## src/rtl/rot_pkg.sv

```systemverilog
// rot_pkg: shared types and helpers for the iterated-rotation controller.
//   state_t            - controller FSM states (IDLE, BUSY, DONE)
//   left_to_right_amt  - converts a left-rotate amount into the equivalent
//                        right-rotate amount for a 2**n-bit word
package rot_pkg;

    typedef enum logic [1:0] {
        IDLE = 2'd0,
        BUSY = 2'd1,
        DONE = 2'd2
    } state_t;

    // (2**n - amt) mod 2**n; amt == 0 maps to 0.
    function automatic int unsigned left_to_right_amt(input int unsigned amt,
                                                      input int unsigned n);
        int unsigned mask;
        mask = (32'd1 << n) - 32'd1;
        return ((32'd1 << n) - amt) & mask;
    endfunction

endpackage

```

## src/rtl/param_right_shifter.sv

```systemverilog
// param_right_shifter: combinational right-rotator for a 2**N-bit word.
// Ports:
//   data_i  - word to rotate (2**N bits)
//   amt_i   - right-rotate amount (N bits)
//   data_o  - data_i rotated right by amt_i
module param_right_shifter #(
    parameter int unsigned N = 3
) (
    input  logic [(1<<N)-1:0] data_i,
    input  logic [N-1:0]      amt_i,
    output logic [(1<<N)-1:0] data_o
);

    localparam int unsigned W = 1 << N;

    logic [2*W-1:0] dbl;

    // Shifting the doubled word right exposes the wrapped-around bits in the low half.
    always_comb begin
        dbl    = {data_i, data_i} >> amt_i;
        data_o = dbl[W-1:0];
    end

endmodule

```

## src/rtl/rotate_step_ctrl.sv

```systemverilog
// rotate_step_ctrl: accepts a rotate command (word, amount, step count) over a
// valid/ready handshake, rotates the word right by the same amount once per
// clock for the requested number of steps, then presents the result on a
// valid/ready output.
// Optional feature macro: ROT_LEFT_EN (adds in_left; left rotation per step).
// Ports:
//   clk, reset_n            - clock (rising edge), async active-low reset
//   in_valid/in_ready       - command handshake
//   in_data, in_amt, in_steps - word, per-step amount, number of steps
//   in_left                 - (ROT_LEFT_EN only) rotate left instead of right
//   out_valid/out_ready     - result handshake
//   out_data                - rotated result (work register)
//   busy                    - command in flight (BUSY or DONE)
module rotate_step_ctrl
    import rot_pkg::*;
#(
    parameter int unsigned N      = 3,
    parameter int unsigned STEP_W = 4
) (
    input  logic                clk,
    input  logic                reset_n,
    input  logic                in_valid,
    output logic                in_ready,
    input  logic [(1<<N)-1:0]   in_data,
    input  logic [N-1:0]        in_amt,
    input  logic [STEP_W-1:0]   in_steps,
`ifdef ROT_LEFT_EN
    input  logic                in_left,
`endif
    output logic                out_valid,
    input  logic                out_ready,
    output logic [(1<<N)-1:0]   out_data,
    output logic                busy
);

    localparam int unsigned W = 1 << N;

    state_t              state_q, state_d;
    logic [W-1:0]        work_q, work_d;
    logic [N-1:0]        amt_q, amt_d;
    logic [STEP_W-1:0]   cnt_q, cnt_d;
    logic [W-1:0]        rot_out;
    logic [N-1:0]        amt_in_eff;

    param_right_shifter #(
        .N (N)
    ) u_rot (
        .data_i (work_q),
        .amt_i  (amt_q),
        .data_o (rot_out)
    );

`ifdef ROT_LEFT_EN
    // A left rotate by a is a right rotate by (2**N - a) mod 2**N.
    assign amt_in_eff = in_left ? N'(left_to_right_amt(32'(in_amt), N)) : in_amt;
`else
    assign amt_in_eff = in_amt;
`endif

    always_comb begin
        state_d = state_q;
        work_d  = work_q;
        amt_d   = amt_q;
        cnt_d   = cnt_q;
        unique case (state_q)
            IDLE: begin
                if (in_valid) begin
                    work_d  = in_data;
                    amt_d   = amt_in_eff;
                    cnt_d   = in_steps;
                    state_d = (in_steps == '0) ? DONE : BUSY;
                end
            end
            BUSY: begin
                work_d = rot_out;
                cnt_d  = cnt_q - STEP_W'(1);
                if (cnt_q == STEP_W'(1)) begin
                    state_d = DONE;
                end
            end
            DONE: begin
                if (out_ready) begin
                    state_d = IDLE;
                end
            end
            default: state_d = IDLE;
        endcase
    end

    always_ff @(posedge clk or negedge reset_n) begin
        if (!reset_n) begin
            state_q <= IDLE;
            work_q  <= '0;
            amt_q   <= '0;
            cnt_q   <= '0;
        end else begin
            state_q <= state_d;
            work_q  <= work_d;
            amt_q   <= amt_d;
            cnt_q   <= cnt_d;
        end
    end

    assign in_ready  = (state_q == IDLE);
    assign out_valid = (state_q == DONE);
    assign busy      = (state_q != IDLE);
    assign out_data  = work_q;

endmodule

```

## config.mk

```make
export PLATFORM = sky130hd
export DESIGN_NAME = rotate_step_ctrl
export DESIGN_NICKNAME = d
export VERILOG_FILES = /design/src/rtl/rot_pkg.sv /design/src/rtl/param_right_shifter.sv /design/src/rtl/rotate_step_ctrl.sv
export SDC_FILE = /design/constraint.sdc
export NUM_CORES = 1
export LEC_CHECK = 0
export BUFFER_PORTS_ARGS = -buffer_cell sky130_fd_sc_hd__buf_4
export CAP_MARGIN = 20
export CORE_MARGIN = 10
export CORE_UTILIZATION = 51
export CTS_CLUSTER_SIZE = 28
export DETAILED_ROUTE_END_ITERATION = 8
export GPL_TIMING_DRIVEN = 1
export PLACE_DENSITY = 0.77
export SETUP_SLACK_MARGIN = 0.15
export SYNTH_ARGS = -nofsm -noshare
export SYNTH_HDL_FRONTEND = slang
export SYNTH_SLANG_ARGS = --single-unit
```

## constraint.sdc

```tcl
create_clock -name clk -period 5.3 [get_ports clk]
set_clock_uncertainty 0.2 [all_clocks]
set_input_delay 0.795 -clock clk [delete_from_list [all_inputs] [get_ports clk]]
set_output_delay 0.795 -clock clk [all_outputs]
set_load 0.05 [all_outputs]
```

# Word-level counts from Yosys, hierarchy flattened
# Cells that the tools add are included.
[op_classes]
n_shift = 1
reduce_logical = 7
n_eq_ne = 6
addsub = 1
n_mux = 9
[ops]
columns = ["cell", "n"]
rows = [
  ["$pmux 8 s2", 1],
  ["$shr 16x3->8", 1],
  ["$mux 2", 4],
  ["$mux 8", 1],
  ["$pmux 4 s2", 1],
  ["$pmux 2 s3", 1],
  ["$eq 4x1->1 const B", 1],
  ["$logic_not 4->1", 1],
  ["$mux 4", 1],
  ["$ne 2x2->1 const B", 2],
  ["$reduce_and 2->1", 2],
  ["$reduce_bool 2->1", 2],
  ["$sub 4x1->4 const B", 1],
  ["$reduce_and 3->1", 1],
  ["$eq 2x1->1 const B", 1],
  ["$eq 2x2->1 const B", 1],
  ["$logic_not 2->1", 1],
  ["$ne 2x1->1 const B", 1],
]
[word_totals]
wordCells = 28
inputBits = 19
register_bits = 17

# Depth between registers and ports, before layout
[depth]
word_depth = 4
ltp_mapped = 6

# Cells and area by module
# Synthesis repeated with hierarchy kept, for this count alone.
[hier_totals]
hier_cells = 108
area_unflattened_um2 = 1198.6
[modules_own_cells]
columns = ["mod", "cells_per_inst", "instances", "area_per_inst_um2"]
rows = [
  ["rotate_step_ctrl", 89, 1, 872.1],
  ["param_right_shifter", 19, 1, 326.6],
]

# Least setup slack after synthesis
# OpenSTA, ideal clock, no wires.
[synth_path]
kind = "reg-to-output"
startpoint = "register state_q[1]"
endpoint = "output port busy"
slack_ns = 2.642
path_buffers = 1
arrival_ns = 1.663
stages_incl_launch_ff = 4
path_cell_list = "dfrtp_1 -> clkbuf_1 -> nor2_1 -> inv_1"
[synth_via]
elab_chain_len = 1
[synth_rtl]
columns = ["element", "line_no", "rtl"]
rows = [
  ["from (decl)", "rotate_step_ctrl.sv:38", "state_t state_q, state_d;"],
  ["from (signal assigned)", "rotate_step_ctrl.sv:97", "state_q <= state_d;"],
  ["$reduce_bool 2->1", "rotate_step_ctrl.sv:106", "assign busy = (state_q != IDLE);"],
  ["to (decl)", "rotate_step_ctrl.sv:33", "output logic busy"],
]
# Every way passes these cells.

# Final worst setup path
[layout_path]
startpoint = "register state_q[0]"
endpoint = "output port busy"
# Same word-level chain as after synthesis.

==> results.ini <==
[clocking]
path_clk_slew_ns = 0.11
clock_latency_ns = 0.31
root_buffer = clkbuf_4
cts_setup_buffers = 0
htreeDepth = 1
postCtsHoldBufs = 0
cts_buffers = 3
clock-sinks = 17
max-clock-path-buffers = 2
ctsResizeCount = 0
tritoncts = built

[global_routing]
grt-ovfl-total = 0
grt.total_usage_pct = 14.8
grt_max_degree = 23
grt_pass1_wl_um = 5490
first_global_vias = 1184
antenna_found_initial = 0

[min_path]
hold_path_class = primary input to async pin

[routing]
vias = 1258
drt_wl_total_um = 3420
dr.pass1.iters = 4
drc_errors = 0
drtIter0Drc = 80
viasPerCell = 6.48
wl_per_cell_um = 17.6
final_antenna_net_count = 0

[place]
io_buffer_count = 29
dpl_cell_area_um2 = 1440
gp_congestion = 0.869
dp_hpwl_um = 2640
pre_cts_ws_ns = 3.07

[pwr]
ir_drop_v = 0.000500
p_leak_nw = 0.623
p_per_area_nw_per_um2 = 732

[critical_path]
cp-end-kind = output port
cpMaxStageDelayCell = dfrtp_1
crit_type = flop to output port
critPathRequiredTime_ns = 4.30
path_cells = nor2_1, inv_1, buf_4
cp.arrival_ns = 1.57
crit_fanout = 22
start_kind = flop
crit_buf_inv = 2
critPathMaxStageDelay_ns = 0.82
rrSetupSlack_ns = 3.06
cpLargestDelayFamily = flip-flops

[logic_synthesis]
synth_area_leaders = dfrtp_1 35%, a2bb2oi_1 7.2%, mux2_2 6.5%
synth_common_cells = 17 x dfrtp_1, 14 x a21oi_1, 11 x nor2_1, 11 x nor2b_1, 10 x a2bb2oi_1
synth_edf_count = 0
yosysWarnings = 0
netlist.area_leader.share_pct = 34.8
synth_ff_type = dfrtp_1
netlist_area_um2 = 1220
synth-seq-area-share_pct = 34.8
synth-seq-cells = 17
async_flop_share_pct = 100
synth.most_common_cell = dfrtp_1
syn_nets = 162
synthCells = 141
synth.largest_area_cell = dfrtp_1
synth_cell_types = 30
synth.avg_cell_area_um2 = 8.66

[floorplanning]
boundaryPins = 30
fp.dieH_um = 68.9
die_x_um = 68.9
core-area_um2 = 2250
die_area_um2 = 4750
start_util_pct = 54.2
row_count = 17

[timing]
fin_crit_sh_pct = 48.4
max_freq_mhz = 390
rsz0062_at_grt = false
fin_ws_ns = 2.73
slew_headroom_pct = 52.0
fin_tns_setup_ns = 0
drv_slew = 0
setup_viol = 0
tightest_slew_ns = 0.720
finalHoldViolations = 0
period_needed_ns = 2.57

[layout]
design_area_um2 = 1460
num-nets-final = 188
area_delta_synth_final_pct = 19.7
antennaDiodeCount = 0
drive_gt1_share_pct = 25.3

[run_status]
status = finished, final reports clean

[flow_run]
drv_cap = 0

## layout by cell type (no fill, tap or decap), drive strengths merged, types with 4 or more instances in the layout
| cell | Yosys | routed |
|---|---|---|
| nor2b | 11 | 11 |
| clkbuf | 6 | 4 |
| nor2 | 11 | 11 |
| a21oi | 14 | 14 |
| o21ai | 9 | 9 |
| a2bb2oi | 10 | 10 |
| o22ai | 5 | 5 |
| dfrtp | 17 | 17 |
| buf | 2 | 29 |
| mux2i | 4 | 4 |
| nand2 | 9 | 9 |
| mux2 | 7 | 7 |
| inv | 4 | 4 |
| nand2b | 4 | 4 |
| o211ai | 4 | 4 |
## sequential cells by signal (all words and copies together), names as in the netlist
register / cells
out_data: 8
cnt_q: 4
amt_q: 3
state_q: 2
## stage by stage
step	hold WS [ns]	util [%]	std cells	total power [mW]
after floorplan	0.284	-	141	0.810
after global placement	0.314	63.7	190	0.972
after detailed placement	0.325	63.7	190	0.990
after CTS	0.141	64.8	194	1.07
after global routing	0.137	64.8	194	1.14
final	0.129	64.8	194	1.07
## metal layers
metal	track usage [%]	wire [µm]
met1	18.9	1380
met2	22.4	1550
met3	5.15	434
met4	5.67	60
met5	0	0
## layout make-up
| cell class | count | area [µm²] |
|---|---|---|
| inverters | 4 | 15.0 |
| clock buffers | 4 | 26.3 |
| multi-input cells | 112 | 742 |
| well taps | 28 | 35.0 |
| flip-flops and latches | 17 | 425 |
| fillers | 208 | 793 |
| repair buffers | 29 | 218 |
## path summary, 6_finish.rpt
check / depth (start not counted) / start / endpoint
max: 3 / state_q[0] / busy
max reg2reg: 3 / state_q[0] / out_data[1]
min reg2reg: 1 / cnt_q[1] / cnt_q[1]
min in group clk: 1 / cnt_q[1] / cnt_q[1]
min: 1 / reset_n / out_data[7]
max in group asynchronous: 1 / reset_n / cnt_q[0]
## cell families after synthesis
| group | synth area share [%] |
|---|---|
| flops | 34.8 |
| simple gates | 19.7 |
| compound gates | 29.3 |
| mux | 9.73 |
| fa+ha+maj | 2.05 |
| buf+inv | 4.40 |
## worst register-to-register path, stage by stage (launching register included)
cell,delay [ns]
dfrtp_1,0.82
nand2b_1,0.42
or4_4,0.64
o211ai_2,0.08
## power by group
group	internal, mW	switching, mW	total, mW
combinational	0.287	0.395	0.683
sequential	0.197	0.116	0.313
clock	0.0294	0.0458	0.0752
total	0.513	0.557	1.07
Note: power is estimated with default switching activity, not from simulation.
